## src/rtl/ysyx_24090018_wbu_if.sv

```systemverilog
// Handshake and write-port bundle between IDU/EXU/LSU and the writeback unit.
// The writeback unit connects through the slave modport; its environment uses the master modport.
interface ysyx_24090018_wbu_if #(
    parameter int REG_ADDR_WIDTH = 4,
    parameter int DATA_WIDTH     = 32
);
    localparam int NREG = 1 << REG_ADDR_WIDTH;

    logic                      issue_valid_i;
    logic [REG_ADDR_WIDTH-1:0] issue_rd_i;
    logic [REG_ADDR_WIDTH-1:0] issue_rs1_i;
    logic [REG_ADDR_WIDTH-1:0] issue_rs2_i;
    logic                      hazard_o;

    logic                      exu_valid_i;
    logic [REG_ADDR_WIDTH-1:0] exu_rd_i;
    logic [DATA_WIDTH-1:0]     exu_data_i;
    logic                      exu_ready_o;

    logic                      lsu_valid_i;
    logic [REG_ADDR_WIDTH-1:0] lsu_rd_i;
    logic [DATA_WIDTH-1:0]     lsu_data_i;
    logic                      lsu_ready_o;

    logic                      rf_wen_o;
    logic [REG_ADDR_WIDTH-1:0] rf_waddr_o;
    logic [DATA_WIDTH-1:0]     rf_wdata_o;
    logic [NREG-1:0]           busy_o;
    logic                      sb_err_o;

    modport slave (
        input  issue_valid_i, issue_rd_i, issue_rs1_i, issue_rs2_i,
        input  exu_valid_i, exu_rd_i, exu_data_i,
        input  lsu_valid_i, lsu_rd_i, lsu_data_i,
        output hazard_o, exu_ready_o, lsu_ready_o,
        output rf_wen_o, rf_waddr_o, rf_wdata_o, busy_o, sb_err_o
    );

    modport master (
        output issue_valid_i, issue_rd_i, issue_rs1_i, issue_rs2_i,
        output exu_valid_i, exu_rd_i, exu_data_i,
        output lsu_valid_i, lsu_rd_i, lsu_data_i,
        input  hazard_o, exu_ready_o, lsu_ready_o,
        input  rf_wen_o, rf_waddr_o, rf_wdata_o, busy_o, sb_err_o
    );
endinterface

```

## src/rtl/ysyx_24090018_wbu.sv

```systemverilog
// Writeback unit: round-robin EXU/LSU arbitration, registered RF write port,
// and a busy-bit scoreboard that stalls decode on RAW/WAW hazards.
//
// state        | meaning
// ARB_LAST_EXU | EXU won the last conflict (or none yet); LSU wins the next one
// ARB_LAST_LSU | LSU won the last conflict; EXU wins the next one
module ysyx_24090018_wbu #(
    parameter int REG_ADDR_WIDTH = 4,
    parameter int DATA_WIDTH     = 32
) (
    input logic                clk,
    input logic                rst,
    ysyx_24090018_wbu_if.slave wb
);
    localparam int NREG = 1 << REG_ADDR_WIDTH;

    typedef enum logic {
        ARB_LAST_EXU = 1'b0,
        ARB_LAST_LSU = 1'b1
    } arb_state_e;

    arb_state_e                state_q, state_d;
    logic [NREG-1:0]           busy_q, busy_d;
    logic                      rf_wen_q, rf_wen_d;
    logic [REG_ADDR_WIDTH-1:0] rf_waddr_q, rf_waddr_d;
    logic [DATA_WIDTH-1:0]     rf_wdata_q, rf_wdata_d;
    logic                      sb_err_q, sb_err_d;

    logic                      last_lsu;
    logic                      hazard;
    logic                      issue_fire;
    logic                      exu_ready, lsu_ready;
    logic                      exu_acc, lsu_acc, acc;
    logic [REG_ADDR_WIDTH-1:0] acc_rd;
    logic [DATA_WIDTH-1:0]     acc_data;

    assign last_lsu = (state_q == ARB_LAST_LSU);

    // busy_q[0] is never set, so x0 sources/destinations never stall
    assign hazard = wb.issue_valid_i &
                    (busy_q[wb.issue_rs1_i] | busy_q[wb.issue_rs2_i] | busy_q[wb.issue_rd_i]);
    assign issue_fire = wb.issue_valid_i & ~hazard;

    assign exu_ready = ~wb.lsu_valid_i | last_lsu;
    assign lsu_ready = ~wb.exu_valid_i | ~last_lsu;
    assign exu_acc   = wb.exu_valid_i & exu_ready;
    assign lsu_acc   = wb.lsu_valid_i & lsu_ready;
    assign acc       = exu_acc | lsu_acc;
    assign acc_rd    = lsu_acc ? wb.lsu_rd_i   : wb.exu_rd_i;
    assign acc_data  = lsu_acc ? wb.lsu_data_i : wb.exu_data_i;

    always_comb begin
        state_d = state_q;
        if (wb.exu_valid_i && wb.lsu_valid_i) begin
            state_d = lsu_acc ? ARB_LAST_LSU : ARB_LAST_EXU;
        end
    end

    always_comb begin
        rf_wen_d   = 1'b0;
        rf_waddr_d = rf_waddr_q;
        rf_wdata_d = rf_wdata_q;
        sb_err_d   = sb_err_q;
        if (acc) begin
            rf_wen_d   = (acc_rd != '0);
            rf_waddr_d = acc_rd;
            rf_wdata_d = acc_data;
            if ((acc_rd != '0) && !busy_q[acc_rd]) begin
                sb_err_d = 1'b1;
            end
        end
    end

    // Clear is applied first so that a coinciding set wins
    always_comb begin
        busy_d = busy_q;
        if (rf_wen_q) begin
            busy_d[rf_waddr_q] = 1'b0;
        end
        if (issue_fire && (wb.issue_rd_i != '0)) begin
            busy_d[wb.issue_rd_i] = 1'b1;
        end
        busy_d[0] = 1'b0;
    end

    always_ff @(posedge clk) begin
        if (rst) begin
            state_q    <= ARB_LAST_EXU;
            busy_q     <= '0;
            rf_wen_q   <= 1'b0;
            rf_waddr_q <= '0;
            rf_wdata_q <= '0;
            sb_err_q   <= 1'b0;
        end else begin
            state_q    <= state_d;
            busy_q     <= busy_d;
            rf_wen_q   <= rf_wen_d;
            rf_waddr_q <= rf_waddr_d;
            rf_wdata_q <= rf_wdata_d;
            sb_err_q   <= sb_err_d;
        end
    end

    assign wb.hazard_o    = hazard;
    assign wb.exu_ready_o = exu_ready;
    assign wb.lsu_ready_o = lsu_ready;
    assign wb.rf_wen_o    = rf_wen_q;
    assign wb.rf_waddr_o  = rf_waddr_q;
    assign wb.rf_wdata_o  = rf_wdata_q;
    assign wb.busy_o      = busy_q;
    assign wb.sb_err_o    = sb_err_q;
endmodule

```

## src/flat_wrapper.sv

```systemverilog
// flat-port wrapper written by rule: the top's interface ports become plain ports
module ysyx_24090018_wbu_flat 
#(
    parameter int REG_ADDR_WIDTH = 4,
    parameter int DATA_WIDTH     = 32
)
  (clk, rst, wb_issue_valid_i, wb_issue_rd_i, wb_issue_rs1_i, wb_issue_rs2_i, wb_exu_valid_i, wb_exu_rd_i, wb_exu_data_i, wb_lsu_valid_i, wb_lsu_rd_i, wb_lsu_data_i, wb_hazard_o, wb_exu_ready_o, wb_lsu_ready_o, wb_rf_wen_o, wb_rf_waddr_o, wb_rf_wdata_o, wb_busy_o, wb_sb_err_o);
  ysyx_24090018_wbu_if #(.REG_ADDR_WIDTH(REG_ADDR_WIDTH), .DATA_WIDTH(DATA_WIDTH)) wb_i ();
  input logic clk;
  input logic rst;
  input wire logic [$bits(wb_i.issue_valid_i)-1:0] wb_issue_valid_i;
  input wire logic [$bits(wb_i.issue_rd_i)-1:0] wb_issue_rd_i;
  input wire logic [$bits(wb_i.issue_rs1_i)-1:0] wb_issue_rs1_i;
  input wire logic [$bits(wb_i.issue_rs2_i)-1:0] wb_issue_rs2_i;
  input wire logic [$bits(wb_i.exu_valid_i)-1:0] wb_exu_valid_i;
  input wire logic [$bits(wb_i.exu_rd_i)-1:0] wb_exu_rd_i;
  input wire logic [$bits(wb_i.exu_data_i)-1:0] wb_exu_data_i;
  input wire logic [$bits(wb_i.lsu_valid_i)-1:0] wb_lsu_valid_i;
  input wire logic [$bits(wb_i.lsu_rd_i)-1:0] wb_lsu_rd_i;
  input wire logic [$bits(wb_i.lsu_data_i)-1:0] wb_lsu_data_i;
  output wire logic [$bits(wb_i.hazard_o)-1:0] wb_hazard_o;
  output wire logic [$bits(wb_i.exu_ready_o)-1:0] wb_exu_ready_o;
  output wire logic [$bits(wb_i.lsu_ready_o)-1:0] wb_lsu_ready_o;
  output wire logic [$bits(wb_i.rf_wen_o)-1:0] wb_rf_wen_o;
  output wire logic [$bits(wb_i.rf_waddr_o)-1:0] wb_rf_waddr_o;
  output wire logic [$bits(wb_i.rf_wdata_o)-1:0] wb_rf_wdata_o;
  output wire logic [$bits(wb_i.busy_o)-1:0] wb_busy_o;
  output wire logic [$bits(wb_i.sb_err_o)-1:0] wb_sb_err_o;
  assign wb_i.issue_valid_i = wb_issue_valid_i;
  assign wb_i.issue_rd_i = wb_issue_rd_i;
  assign wb_i.issue_rs1_i = wb_issue_rs1_i;
  assign wb_i.issue_rs2_i = wb_issue_rs2_i;
  assign wb_i.exu_valid_i = wb_exu_valid_i;
  assign wb_i.exu_rd_i = wb_exu_rd_i;
  assign wb_i.exu_data_i = wb_exu_data_i;
  assign wb_i.lsu_valid_i = wb_lsu_valid_i;
  assign wb_i.lsu_rd_i = wb_lsu_rd_i;
  assign wb_i.lsu_data_i = wb_lsu_data_i;
  assign wb_hazard_o = wb_i.hazard_o;
  assign wb_exu_ready_o = wb_i.exu_ready_o;
  assign wb_lsu_ready_o = wb_i.lsu_ready_o;
  assign wb_rf_wen_o = wb_i.rf_wen_o;
  assign wb_rf_waddr_o = wb_i.rf_waddr_o;
  assign wb_rf_wdata_o = wb_i.rf_wdata_o;
  assign wb_busy_o = wb_i.busy_o;
  assign wb_sb_err_o = wb_i.sb_err_o;
  ysyx_24090018_wbu #(.REG_ADDR_WIDTH(REG_ADDR_WIDTH), .DATA_WIDTH(DATA_WIDTH)) u_core (.clk(clk), .rst(rst), .wb(wb_i));
endmodule
```

## config.mk

```make
export PLATFORM = sky130hd
export DESIGN_NAME = ysyx_24090018_wbu_flat
export DESIGN_NICKNAME = d
export VERILOG_FILES = /design/src/rtl/ysyx_24090018_wbu_if.sv /design/src/rtl/ysyx_24090018_wbu.sv /design/src/flat_wrapper.sv
export SDC_FILE = /design/constraint.sdc
export NUM_CORES = 1
export LEC_CHECK = 0
export CORE_ASPECT_RATIO = 0.5
export CORE_MARGIN = 5
export CORE_UTILIZATION = 30
export DETAILED_ROUTE_END_ITERATION = 16
export PLACE_DENSITY_LB_ADDON = 0.15
export SLEW_MARGIN = 20
export SYNTH_ARGS = -nofsm -noshare
export SYNTH_HDL_FRONTEND = slang
export SYNTH_SLANG_ARGS = --single-unit
export TNS_END_PERCENT = 1
```

## constraint.sdc

```tcl
create_clock -name clk -period 2.5 [get_ports clk]
set_input_delay 0.5 -clock clk [delete_from_list [all_inputs] [get_ports clk]]
set_output_delay 0.5 -clock clk [all_outputs]
set_load 0.1 [all_outputs]
```

==> summary by stage <==
Synthesis
The library cell with the largest summed area after synthesis is sky130_fd_sc_hd__dfxtp_1. The synthesized-area fraction occupied by and/or/nand/nor cells is about 23%. The commonest cells after synthesis are sky130_fd_sc_hd__nand2_1, sky130_fd_sc_hd__dfxtp_1, sky130_fd_sc_hd__nor2_1. Of all flip-flops after synthesis, the portion carrying an async set or reset was 0%. The sequential fraction of the synthesis area is about 36%.

The share of the synthesized area in compound gates (AO/OA/AOI/OAI) is 23.4%. The xor-xnor portion of the synthesized cell area is less than 1%. The synthesized netlist devotes 0% of its cell area to adder and majority cells. In the synthesized netlist the dominant register cell turns out to be sky130_fd_sc_hd__dfxtp_1. After synthesis, the share of cell area in mux cells is a little over an eighth. For this run, the number of Yosys warnings is 0. By area, the combinational part of the netlist is dominated by compound AO/OA/AOI/OAI gates.

The most repeated cell in the gate-level netlist after synthesis is sky130_fd_sc_hd__nand2_1. The share of Yosys cell area claimed by the top area cell type is between 30% and 40%. The number of synthesized flops with an enable pin is 0. The average cell area after synthesis is 8.23 sq um. The post-synthesis net count is 459. The post-synthesis instance total is between 300 and 400. After synthesis the cells add up to around 0.0030 sq mm. Ranked by total cell area, the synthesized netlist is headed by sky130_fd_sc_hd__dfxtp_1, sky130_fd_sc_hd__nand2_1, sky130_fd_sc_hd__a311oi_1, sky130_fd_sc_hd__nor2_1, sky130_fd_sc_hd__mux4_2.

Counting flops and latches in the post-synthesis netlist gives between 50 and 60. Counting distinct cell types in the post-synthesis netlist gives 41.

Final layout
The final cell utilization of the core is between 40 and 50%. The sequential standard cell area is between 0.001 and 0.0015 sq mm. The share of final-layout standard cells stronger than drive strength 1 is between 20% and 30%. The layout overhead on the synthesized area is 64.3%. The count of inserted antenna diode cells is 0. Summing all multi-input logic gate instances after layout gives between 0.0015 and 0.002 sq mm. At the end of the flow, the number of nets in the layout was 627. The finished layout holds between 600 and 700 standard cells, fillers aside. The number of inserted filler cells in the final layout is a little under 1000.

Critical path
For the worst setup path, the data required time is about 2 ns. The highest cell delay on the worst timing path is around 0.47 ns. The arrival time reported for the critical path endpoint is approximately 2.3 ns. The critical path's slowest cell is sky130_fd_sc_hd__mux4_2. The worst register-to-register path has a depth of 7. The endpoint class of the critical path is an output port. The critical path class is register to output port. STA classifies the critical path startpoint as a register.

The highest net fanout along the worst path is 3. Walking the worst path, the cells encountered are mux4_2 > mux2_4 > a2111oi_4 > nand2_2 > and2_4 > buf_12.

Floorplan
The vertical extent of the die is 81.2 um. The number of ports placed on the die boundary is roughly 150. The floorplan row count is 26.

The die covers approximately 0.012 sq mm. The die is between 150 and 200 um wide. Once the floorplan was initialized, standard cells occupied between 30% and 40% of the core. The region available for standard cell placement spans between 0.01 and 0.015 sq mm.

Route
The routed length on met1 is slightly below 5000 um. In the detailed route, the total length drawn on met3 is between 500 and 600 um. Dividing the detail-routed wire length by the instance count gives between 15 and 20 um. The DRC marker count from the first detailed-route iteration is between 100 and 150. For this block, the routed nets add up to around 11000 um of wire.

For this run, the detailed router's first-pass iteration total came to 4. The post-detailed-route count of antenna-violating nets is 0. The detailed router placed between 3000 and 4000 vias in this run. The top routing layer in use is met4.

In the routed layout, each cell is associated on average with a via count of between 4 and 5. Summed over all nets, wire length on met2 after detailed routing comes to ~5500 um. The total DRC errors in the routed layout is 0.

STA
The max-slew headroom at the worst pin is about 62%. The time the worst path needs with I/O delays and setup is between 2 and 3 ns. For this run, the top clock speed supported by timing is 362 MHz. Summed over all failing endpoints, the final setup total negative slack is -0.266 ns. Across all setup checks in the final design, the least slack found is -0.266 ns. The smallest hold slack is about 0.50 ns.

The total of endpoints with negative setup slack in the final report is 1. The final count of hold timing violations is 0. Between clock sinks in the finished design, the worst skew comes to between 0.007 and 0.008 ns.

The max-slew violation count is 0. The measured slew at the worst slew-check pin is between 0.5 and 0.6 ns. The final critical path takes up 111% of the cycle. Setup repair after global routing could not meet its margin everywhere.

Global routing
The overall track demand over capacity in global routing is between 15 and 20%. The number of antenna violations at the first check in global routing was 0. The via count of the first global-routing pass is 3279. After global routing the overflow that remains totals 0. The first global-routing pass estimated approximately 17000 um of wire. The maximum number of pins on one net before global-route repair is 55.

Job
Across the run, the number of max-cap violations was 0.

Clock tree
TritonCTS built the clock tree. The number of sinks driven by the clock tree is 54. For this design, the CTS-stage hold fixing added 0 buffers. For the worst-skew pair, the clock arrives at the later sink with an insertion delay of 0.29 ns. Clock-pin slew was measured on the worst setup and hold paths at about 0.070 ns. The number of H-tree branching levels is 2.

The total CTS buffers is 5. The clock root buffer is sky130_fd_sc_hd__clkbuf_16. The maximum count of clock buffers along a single path is 2.

Placed design
The worst setup slack before clock tree synthesis is -0.712 ns. The final estimated routing congestion in global placement is approximately 0.86. The HPWL after detailed placement is 7820 um. The number of I/O port buffers is 144. The total instance count after detailed placement is about 660.

Pwr
The analysis attributes to cell leakage a power of around 0.0021 uW. For this design the ratio of total power to cell area is approximately 540 mW/mm^2. The worst vdd rail ir drop is 0.000261 V.

Worst hold path
The worst hold path cell count is 2. The path category of the worst min-delay check is register to register.

Run status
The checks that failed: setup timing. The flow ran to the end, but the final reports show violations.
worst paths after layout:
check                                        startpoint                 endpoint  slack, ns
worst max-delay path               u_core.wb.busy_o[13]              wb_hazard_o      -0.27
worst min register to register  u_core.wb.rf_wdata_o[1]  u_core.wb.rf_wdata_o[1]       0.50
worst min-delay path            u_core.wb.rf_wdata_o[1]  u_core.wb.rf_wdata_o[1]       0.50
worst max register to register     u_core.wb.busy_o[13]      u_core.wb.busy_o[1]       0.25
per-layer routing:
metal  GRT usage (%)  up-vias
met5               0        -
met4            4.44        0
met3            4.15        9
met2            31.9       86
met1            21.1     1512
li1                -     1688
sequential cells by signal, summed over array words and instances, names as in the netlist:
signal	flops
u_core.wb.rf_wen_o	1
u_core.wb.busy_o	15
u_core.wb.rf_wdata_o	32
u_core.wb.sb_err_o	1
u_core.wb.rf_waddr_o	4
u_core.last_lsu	1
per-stage QoR:
| stage | cell area, sq um | total power, uW |
|---|---|---|
| floorplan | 3100 | 1640 |
| global placement | 4750 | 1990 |
| detailed placement | 4750 | 2000 |
| CTS | 4980 | 2720 |
| global route | 5000 | 2820 |
| finish | 5000 | 2690 |
final cells by class:
cell class,instances,share of cell area (%)
Clock buffer,6,2.58
Clock inverter,2,0.275
Inverter,7,0.525
Multi-Input combinational cell,282,37.1
Sequential cell,54,22.4
Tap cell,140,3.50
Timing Repair Buffer,188,33.6
cell families after synthesis:
group                     after synthesis
DFF                                    54
and+or+nand+nor                       167
AOI/OAI and AO/OA                      88
xor gates and xnor gates                1
muxes                                  25
other                                   1
buffers and inverters                  34
layout by cell type, fill, tap and decap left out, drive strengths merged, types with 2 or more instances in the layout:
| cell type | instances |
|---|---|
| clkdlybuf4s50 | 81 |
| o211ai | 10 |
| a2111oi | 2 |
| nand3 | 5 |
| dlygate4sd2 | 3 |
| clkbuf | 6 |
| o21ai | 16 |
| nor2 | 48 |
| mux2 | 8 |
| o311ai | 7 |
| nor3 | 4 |
| nand2 | 90 |
| a211oi | 4 |
| a311oi | 33 |
| nor2b | 4 |
| dfxtp | 54 |
| mux2i | 7 |
| inv | 8 |
| a21oi | 5 |
| nand3b | 2 |
| a31oi | 3 |
| buf | 103 |
| nand2b | 10 |
| a221oi | 3 |
| mux4 | 10 |
power breakdown:
| group | switching (uW) | leakage, uW | internal, uW | total, uW |
|---|---|---|---|---|
| registers | 46.7 | 0.000456 | 912 | 959 |
| logic | 684 | 0.00156 | 343 | 1030 |
| clock network | 326 | 0.0000712 | 375 | 701 |
| total | 1060 | 0.00209 | 1630 | 2690 |
critical path: cells and delay by family (launching register included):
family                 cells  cell delay (ns)
AO/OA/AOI/OAI              1             0.39
buffers and inverters      1             0.16
flip-flops                 1             0.36
multiplexers               2             0.76
AND/OR/NAND/NOR            2             0.30
repair_timing:
item / CTS / global route
endpoints found under the setup margin: 13 / 1
buffers inserted: 12 / 2
gates resized for setup: 17 / 4
pin swaps: 2 / 3
Note: power is estimated with default switching activity, not from simulation.
